### src/rtl/instr_reg_arbiter.sv
// ----------------------------------------------------------------------------
// instr_register_pkg
//   Shared types for instr_register and the agents that drive it.
//
// instr_reg_arbiter
//   Shares one instr_register between two requesters using round-robin
//   arbitration. Each granted request is written at an auto-incrementing
//   address and read back from the same address one cycle later. The read-back
//   word is returned together with a flag that is set when opcode or operands
//   differ from what was written, so load faults are caught in-line.
//   Only one transaction is in flight: IDLE -> WRITE -> READ -> RESP -> IDLE.
//
// Ports
//   clk, reset            single clock; synchronous active-high reset
//   req_valid/req_ready   per-requester handshake, [1:0]
//   req_opcode/operand_*  per-requester payload, unpacked [2]
//   resp_valid/ready      response handshake; resp_* held until accepted
//   resp_id/addr/word     requester index, address written, word read back
//   resp_mismatch         read-back opc/op_a/op_b differ from the request
//   full                  no-wrap mode only: the last entry has been written
//   txn_count             completed responses, saturating at 16'hFFFF
//   reg_*                 drive every input of instr_register;
//                         reg_instruction_word is its read-data output
// ----------------------------------------------------------------------------
package instr_register_pkg;
    typedef enum logic [3:0] {
        ZERO  = 4'd0,
        PASSA = 4'd1,
        PASSB = 4'd2,
        ADD   = 4'd3,
        SUB   = 4'd4,
        MULT  = 4'd5,
        DIV   = 4'd6,
        MOD   = 4'd7
    } opcode_t;

    typedef logic signed [31:0] operand_t;
    typedef logic signed [63:0] result_t;
    typedef logic        [4:0]  address_t;

    typedef struct packed {
        opcode_t  opc;
        operand_t op_a;
        operand_t op_b;
        result_t  result;
    } instruction_t;
endpackage

module instr_reg_arbiter
    import instr_register_pkg::*;
#(
    parameter int unsigned DEPTH     = 32,
    parameter int unsigned BASE_ADDR = 0,
    parameter bit          WRAP_EN   = 1'b1
) (
    input  logic               clk,
    input  logic               reset,

    input  logic [1:0]         req_valid,
    output logic [1:0]         req_ready,
    input  opcode_t            req_opcode    [2],
    input  operand_t           req_operand_a [2],
    input  operand_t           req_operand_b [2],

    output logic               resp_valid,
    input  logic               resp_ready,
    output logic               resp_id,
    output address_t           resp_addr,
    output instruction_t       resp_word,
    output logic               resp_mismatch,

    output logic               full,
    output logic [15:0]        txn_count,

    output logic               reg_reset_n,
    output logic               reg_load_en,
    output address_t           reg_write_pointer,
    output address_t           reg_read_pointer,
    output opcode_t            reg_opcode,
    output operand_t           reg_operand_a,
    output operand_t           reg_operand_b,
    input  instruction_t       reg_instruction_word
);

    localparam logic [1:0] ST_IDLE  = 2'd0;
    localparam logic [1:0] ST_WRITE = 2'd1;
    localparam logic [1:0] ST_READ  = 2'd2;
    localparam logic [1:0] ST_RESP  = 2'd3;

    localparam address_t LAST_ADDR  = address_t'(DEPTH - 1);
    localparam address_t FIRST_ADDR = address_t'(BASE_ADDR);

    logic [1:0]   state_q,         state_d;
    address_t     wp_q,            wp_d;
    address_t     rp_q,            rp_d;
    logic         last_grant_q,    last_grant_d;
    logic         lat_id_q,        lat_id_d;
    opcode_t      lat_opc_q,       lat_opc_d;
    operand_t     lat_a_q,         lat_a_d;
    operand_t     lat_b_q,         lat_b_d;
    logic         resp_valid_q,    resp_valid_d;
    logic         resp_id_q,       resp_id_d;
    address_t     resp_addr_q,     resp_addr_d;
    instruction_t resp_word_q,     resp_word_d;
    logic         resp_mismatch_q, resp_mismatch_d;
    logic         full_q,          full_d;
    logic [15:0]  txn_count_q,     txn_count_d;

    logic         grant;
    logic         can_accept;
    logic         in_write;

    // Arbitration: a lone requester always wins; on a tie the requester that
    // was not granted last time wins. last_grant resets to 1 so requester 0
    // takes the first tie.
    // NOTE: every always_comb output gets a default before any branch so no
    // path leaves it unassigned, which would otherwise infer a latch.
    always_comb begin
        grant      = 1'b0;
        req_ready  = 2'b00;
        case (req_valid)
            2'b01:   grant = 1'b0;
            2'b10:   grant = 1'b1;
            2'b11:   grant = ~last_grant_q;
            default: grant = 1'b0;
        endcase
        can_accept = (state_q == ST_IDLE) && !full_q && (req_valid != 2'b00);
        if (can_accept) begin
            req_ready[grant] = 1'b1;
        end
    end

    always_comb begin
        state_d         = state_q;
        wp_d            = wp_q;
        rp_d            = rp_q;
        last_grant_d    = last_grant_q;
        lat_id_d        = lat_id_q;
        lat_opc_d       = lat_opc_q;
        lat_a_d         = lat_a_q;
        lat_b_d         = lat_b_q;
        resp_valid_d    = resp_valid_q;
        resp_id_d       = resp_id_q;
        resp_addr_d     = resp_addr_q;
        resp_word_d     = resp_word_q;
        resp_mismatch_d = resp_mismatch_q;
        full_d          = full_q;
        txn_count_d     = txn_count_q;

        case (state_q)
            ST_IDLE: begin
                if (can_accept) begin
                    lat_id_d     = grant;
                    lat_opc_d    = req_opcode[grant];
                    lat_a_d      = req_operand_a[grant];
                    lat_b_d      = req_operand_b[grant];
                    last_grant_d = grant;
                    state_d      = ST_WRITE;
                end
            end

            ST_WRITE: begin
                // Point the read port at the entry being written so it is
                // already addressed throughout READ; it holds afterwards.
                rp_d    = wp_q;
                state_d = ST_READ;
            end

            ST_READ: begin
                resp_word_d     = reg_instruction_word;
                resp_addr_d     = wp_q;
                resp_id_d       = lat_id_q;
                resp_mismatch_d = (reg_instruction_word.opc  != lat_opc_q) ||
                                  (reg_instruction_word.op_a != lat_a_q)   ||
                                  (reg_instruction_word.op_b != lat_b_q);
                resp_valid_d    = 1'b1;
                state_d         = ST_RESP;
                if (wp_q == LAST_ADDR) begin
                    if (WRAP_EN) begin
                        wp_d = FIRST_ADDR;
                    end else begin
                        // Sticky until reset; wp stays on the last entry.
                        full_d = 1'b1;
                    end
                end else begin
                    wp_d = wp_q + address_t'(1);
                end
            end

            ST_RESP: begin
                if (resp_ready) begin
                    resp_valid_d = 1'b0;
                    if (txn_count_q != 16'hFFFF) begin
                        txn_count_d = txn_count_q + 16'd1;
                    end
                    state_d = ST_IDLE;
                end
            end

            default: state_d = ST_IDLE;
        endcase
    end

    // NOTE: sequential state uses non-blocking assignments only, so every
    // flop samples the pre-edge value of every other flop.
    always_ff @(posedge clk) begin
        if (reset) begin
            state_q         <= ST_IDLE;
            wp_q            <= FIRST_ADDR;
            rp_q            <= '0;
            last_grant_q    <= 1'b1;
            lat_id_q        <= 1'b0;
            lat_opc_q       <= ZERO;
            lat_a_q         <= '0;
            lat_b_q         <= '0;
            resp_valid_q    <= 1'b0;
            resp_id_q       <= 1'b0;
            resp_addr_q     <= '0;
            resp_word_q     <= '0;
            resp_mismatch_q <= 1'b0;
            full_q          <= 1'b0;
            txn_count_q     <= '0;
        end else begin
            state_q         <= state_d;
            wp_q            <= wp_d;
            rp_q            <= rp_d;
            last_grant_q    <= last_grant_d;
            lat_id_q        <= lat_id_d;
            lat_opc_q       <= lat_opc_d;
            lat_a_q         <= lat_a_d;
            lat_b_q         <= lat_b_d;
            resp_valid_q    <= resp_valid_d;
            resp_id_q       <= resp_id_d;
            resp_addr_q     <= resp_addr_d;
            resp_word_q     <= resp_word_d;
            resp_mismatch_q <= resp_mismatch_d;
            full_q          <= full_d;
            txn_count_q     <= txn_count_d;
        end
    end

    // Write-side outputs are only non-zero during WRITE. Gating with reset
    // guarantees a reset that lands on WRITE drops the write.
    assign in_write          = (state_q == ST_WRITE) && !reset;
    assign reg_reset_n       = ~reset;
    assign reg_load_en       = in_write;
    assign reg_write_pointer = in_write ? wp_q      : '0;
    assign reg_opcode        = in_write ? lat_opc_q : ZERO;
    assign reg_operand_a     = in_write ? lat_a_q   : '0;
    assign reg_operand_b     = in_write ? lat_b_q   : '0;
    assign reg_read_pointer  = rp_q;

    assign resp_valid    = resp_valid_q;
    assign resp_id       = resp_id_q;
    assign resp_addr     = resp_addr_q;
    assign resp_word     = resp_word_q;
    assign resp_mismatch = resp_mismatch_q;
    assign full          = full_q;
    assign txn_count     = txn_count_q;

endmodule

### config.mk
export PLATFORM = sky130hd
export DESIGN_NAME = instr_reg_arbiter
export DESIGN_NICKNAME = d
export VERILOG_FILES = /design/src/rtl/instr_reg_arbiter.sv
export SDC_FILE = /design/constraint.sdc
export NUM_CORES = 1
export LEC_CHECK = 0
export ABC_AREA = 1
export CAP_MARGIN = 25
export CORE_AREA = 2 2 201 203
export DETAILED_ROUTE_END_ITERATION = 10
export DIE_AREA = 0 0 203 205
export HOLD_SLACK_MARGIN = 0.15
export MAX_ROUTING_LAYER = met4
export PLACE_DENSITY = 0.63
export REMOVE_ABC_BUFFERS = 1
export SETUP_SLACK_MARGIN = 0.5
export SYNTH_ARGS = -nofsm -noshare
export SYNTH_HDL_FRONTEND = slang
export SYNTH_SLANG_ARGS = --single-unit
### constraint.sdc
create_clock -name clk -period 2 [get_ports clk]
set_input_delay 0.4 -clock clk [delete_from_list [all_inputs] [get_ports clk]]
set_output_delay 0.4 -clock clk [all_outputs]
set_load 0.1 [all_outputs]
After elaboration in Yosys (flattened, before gate mapping)
Index checks and enable logic that the tools add are counted.
{"block": "word_totals", "reg_bits": 238, "in_bits": 273, "output_inout_bits": 239, "elab_cells": 73}
{"block": "op_classes", "reduce_logical": 13, "n_lt_le_gt_ge": 3, "addsub": 2, "eq_ne": 12, "bitwise_logic": 3, "n_mux": 23}
{"cell": "32-bit 2-to-1 mux", "n": 8}
{"cell": "32-bit != test", "n": 2}
{"cell": "16-bit by 1-bit adder with 16-bit output (second input constant)", "n": 1}
{"cell": "4-bit 2-to-1 mux", "n": 4}
{"cell": "16-bit != test (second input constant)", "n": 1}
{"cell": "5-bit 2-to-1 mux", "n": 2}
{"cell": "2-bit equality test (second input constant)", "n": 4}
{"cell": "2-bit case mux with 4 select lines", "n": 1}
{"cell": "2-bit 2-to-1 mux", "n": 3}
{"cell": "2-bit AND reduction", "n": 3}
{"cell": "5-bit by 1-bit adder with 5-bit output (second input constant)", "n": 1}
{"cell": "5-bit equality test (second input constant)", "n": 1}
{"cell": "2-bit != test (second input constant)", "n": 2}
{"cell": "4-bit != test", "n": 1}
{"cell": "1-bit case mux with 2 select lines", "n": 2}
{"cell": "2-bit nonzero test", "n": 2}
{"cell": "1-bit logical AND", "n": 3}
{"cell": "3-bit AND reduction", "n": 1}
{"cell": "2-bit by 1-bit equality test with 1-bit output (second input constant)", "n": 1}
{"cell": "2-bit greater-or-equal comparator (second input constant)", "n": 1}
{"cell": "2-bit logical NOT", "n": 1}
{"cell": "1-bit logical OR", "n": 2}
{"cell": "1-bit by 2-bit less-than comparator with 1-bit output (second input constant)", "n": 1}
{"cell": "1-bit 2-to-1 mux", "n": 2}
{"cell": "other kinds (5)", "n": 6}

Logic depth before layout (Yosys ltp)
Gate-level depths: netlist (run 1).
{"block": "logic_depth", "ltp_word": 7, "mapped_depth": 12, "depth_no_buf": 11}

Worst setup path before layout (run 1)
No wires, ideal clock.
{"block": "synth_path", "path_type": "flip-flop to output port", "from": "register state_q[1]", "to": "output reg_operand_b[11]", "required_time_ns": 1.600, "n_path_buf": 2, "arrival_time_ns": 3.871, "path_slack_ns": -2.271, "path_stages_with_launch": 9, "cell_sequence": "dfxtp_1 -> inv_1 -> ha_1 -> inv_1 -> nor2_1 -> inv_2 -> buf_2 -> buf_1 -> nor2_1"}
{"block": "synth_between", "elab_chain_cells": 3}
{"item": "start, declared", "line": "93", "text": "logic [1:0] state_q, state_d;"}
{"item": "start signal, assigned", "line": "224", "text": "state_q <= state_d;"}
{"item": "2-bit by 1-bit equality test with 1-bit output", "line": "244", "text": "assign in_write = (state_q == ST_WRITE) && !reset;"}
{"item": "1-bit logical AND", "line": "244"}
{"item": "via reg_load_en", "line": "76", "text": "output logic reg_load_en,"}
{"item": "32-bit 2-to-1 mux", "line": "250", "text": "assign reg_operand_b = in_write ? lat_b_q : '0;"}
{"item": "end, declared", "line": "81", "text": "output operand_t reg_operand_b,"}
The timed path passes the listed nets, and every way through them passes these cells.

Worst setup path after layout (run 1)
{"block": "layout_path", "from": "register state_q[1]", "to": "output reg_operand_b[20]"}
{"block": "layout_between", "elab_chain_cells": 3}
{"item": "2-bit by 1-bit equality test with 1-bit output", "line": "244"}
{"item": "1-bit logical AND", "line": "244"}
{"item": "32-bit 2-to-1 mux", "line": "250"}
Every way passes these cells.

==> flow_summary.ini, run 1 <==
[critical_path]
r2r-start = state_q[1]$_SDFFE_PP0P_
endpoint = reg_operand_b[20]
r2r_end = lat_b_q[16]$_SDFFE_PP0P_
cp_max_fo = 33
r2r_slack_ns = -0.26
crit_required_ns = 1.60
worstSetupPathType = register to primary output
cp-startpoint = state_q[1]$_SDFFE_PP0P_
rr_worst_depth = 16
crit_path_start_kind = register
worst_setup_path_end_kind = primary output
cp.arrival_ns = 2.00

[cts]
clock_latency_ns = 0.56
ctsHoldBuffers = 0
cts.reportedPaths.clkPinSlew_ns = 0.06
clk_path_buf_depth = 3
numClockSinks = 238
cts_made_buffers = 28
cts_root_buf = clkbuf_16
cts_tree = done
htreeDepth = 1

[global_route]
grt_pass1_vias = 12654
overflow = 0
antenna_found_initial = 3
grt_start_max_net_pins = 93
grt_pass1_wl_mm = 78.2
grtUsageTotal_pct = 25.6

[run_status]
status = finished, violations left
violations = setup timing

[finish]
fin_area_sq_um = 21200
syn_to_final_growth_pct = 101
drive_gt1_share_pct = 32.4
regArea_sq_um = 4840
n_fill_cell = 3509
nets = 2412
final_util_pct = 53.9
multi_input_area_sq_um = 5990

[timing]
finalHoldViolCount = 0
setup_viol = 145
max_freq_ghz = 0.417
timing.final.crit_share_pct = 120
min_period_ns = 2.40
grt_setup_unrepaired = yes
setup_tns_ns = -35.09
slew_viol_final = 0
setup_slack_ns = -0.401
finClkSkew_ns = 0.0170

[pwr]
p_leak_nw = 8.93
ir_drop_uv = 938
powerDensity_nw_per_um2 = 1610
p_total_mw = 34.0

[synth]
synth_top_area_share_pct = 45.2
synth-seq-cells = 238
syn_area_sq_um = 10500
synth_cell_types = 33
ys_warn_count = 0
synth_area_leaders = dfxtp_1 (45%), nor2_1 (13%), nand2_1 (11%)
ys_seq_area_share_pct = 45.2
avgSynthCellArea_sq_um = 6.90
syn_inst = 1527
yosysTopAreaCell = dfxtp_1

[drt]
drt-vias-per-instance = 4.81
drt_first_iter_violations = 776
wire_per_inst_microns = 20.9
num_vias = 12888
wirelength_mm = 56.2
detail-route-antenna-nets = 0
first_pass_iters = 5
drc = 0

[die]
design.die.area_sq_um = 41600
dieHeight_microns = 205
initial_core_util_pct = 26.8
core_sq_um = 39400
die_w_microns = 203
rows = 73
ioPinCount = 512

[hold_path]
hold_class = input pin to register

[placement]
port-buffer-count = 510
globalplace.congestion = 0.870
preCtsSetupSlack_ns = -0.255
dpl.hpwl_mm = 33.6
dpl-instance-area_sq_um = 16900

[job]
max_cap_violations = 0
==> where the power goes <==
group / internal [mW] / switching [mW]
Clock: 3.09 / 2.10
Combinational: 6.77 / 14.7
Sequential: 6.29 / 1.06
Total: 16.1 / 17.9
==> sequential cells by signal, indices dropped and copies added, names as in the netlist <==
| signal | cells |
|---|---|
| txn_count | 16 |
| last_grant_q | 1 |
| state_q | 2 |
| resp_valid | 1 |
| resp_addr | 5 |
| lat_id_q | 1 |
| wp_q | 5 |
| resp_word | 132 |
| lat_opc_q | 4 |
| reg_read_pointer | 5 |
| resp_id | 1 |
| lat_b_q | 32 |
| lat_a_q | 32 |
| resp_mismatch | 1 |
==> synth_stat cells, drive strengths merged <==
master / instances
conb: 1
xor2: 11
nand3b: 1
nand4: 4
a221oi: 25
dfxtp: 238
nor3: 14
o22ai: 2
ha: 8
a21oi: 72
nor4: 1
a31o: 5
buf: 31
a31oi: 45
inv: 154
clkbuf: 56
o21ai: 165
nor2: 358
xnor2: 12
nand2: 315
nand3: 9
==> how the worst min path moves through the flow <==
stage | depth (start not counted) | slack [ns] | startpoint | to
4_1_cts | 3 | 0.34 | reset | lat_b_q[9]$_SDFFE_PP0P_
5_1_grt | 3 | 0.35 | reset | lat_a_q[11]$_SDFFE_PP0P_
6_report | 3 | 0.36 | reset | resp_valid$_SDFFE_PP0P_
3_3_place_gp | 2 | 0.45 | resp_addr[0]$_SDFFE_PP0P_ | resp_addr[0]$_SDFFE_PP0P_
2_1_floorplan | 2 | 0.43 | last_grant_q$_SDFFE_PP1P_ | last_grant_q$_SDFFE_PP1P_
3_5_place_dp | 2 | 0.46 | last_grant_q$_SDFFE_PP1P_ | last_grant_q$_SDFFE_PP1P_
==> stage by stage <==
step / instances / hold slack [ns]
2_1_floorplan: 1440 / 0.429
3_3_place_gp: 2523 / 0.452
3_5_place_dp: 2523 / 0.456
4_1_cts: 2655 / 0.338
5_1_grt: 2678 / 0.349
6_report: 2681 / 0.363
==> cells by family after synthesis <==
group	count (synthesis)	share of synthesized area, %
buffers and inverters	241	9.14
adders and majority gates	8	0.950
other	1	0.0356
DFF	238	45.2
and+or+nand+nor	702	25.8
AOI/OAI and AO/OA	314	16.9
xor gates and xnor gates	23	1.91
==> layout make-up <==
type | instances | area share, %
clock buffer | 43 | 3.91
multi-input combinational | 1049 | 28.3
antenna | 5 | 0.0590
timing repair inverter | 1 | 0.0531
timing repair buffer | 659 | 38.3
tap | 525 | 3.10
sequential | 238 | 22.8
inverter | 154 | 3.03
clock inverter | 7 | 0.443
==> worst max-delay path, cell delays in order (launching register included) <==
cell and delay (ns):
dfxtp_2 0.32, inv_2 0.07, ha_4 0.12, inv_2 0.04
nor2_4 0.15, inv_8 0.09, buf_12 0.19, nor2_2 0.20
buf_12 0.19
==> per-layer routing <==
metal	vias up	GRT usage (%)	share of wire [%]
li1	6101	-	-
met1	6179	29.8	40
met2	524	45.4	51
met3	84	3.79	6.4
met4	0	8.11	2.6
met5	-	-	0
==> cell usage in the layout, fill, tap and decap left out, types with 34 or more instances in the layout <==
master             n
a21oi_1           58
a31oi_1           44
buf_12           129
buf_4            189
clkbuf_16         34
clkdlybuf4s50_1  271
dfxtp_1          211
inv_1            142
nand2_1          239
nand2_2           46
nor2_1           273
nor2_2            39
nor2_4            46
o21ai_0          153
==> what timing repair did <==
| action | in CTS | in global routing |
|---|---|---|
| endpoints found under the setup margin | 453 | 461 |
| resized for setup | 369 | 154 |
| gates cloned | 27 | 6 |
| buffers inserted | 55 | 15 |
| pin swaps | 40 | 73 |
(Power assumes the default switching activity.)
==> inputs of run 2 (changes only) <==
- SLEW_MARGIN: unset -> 5
==> results of run 2 <==
Final layout, timing and power as in run 1 (identical DEF).
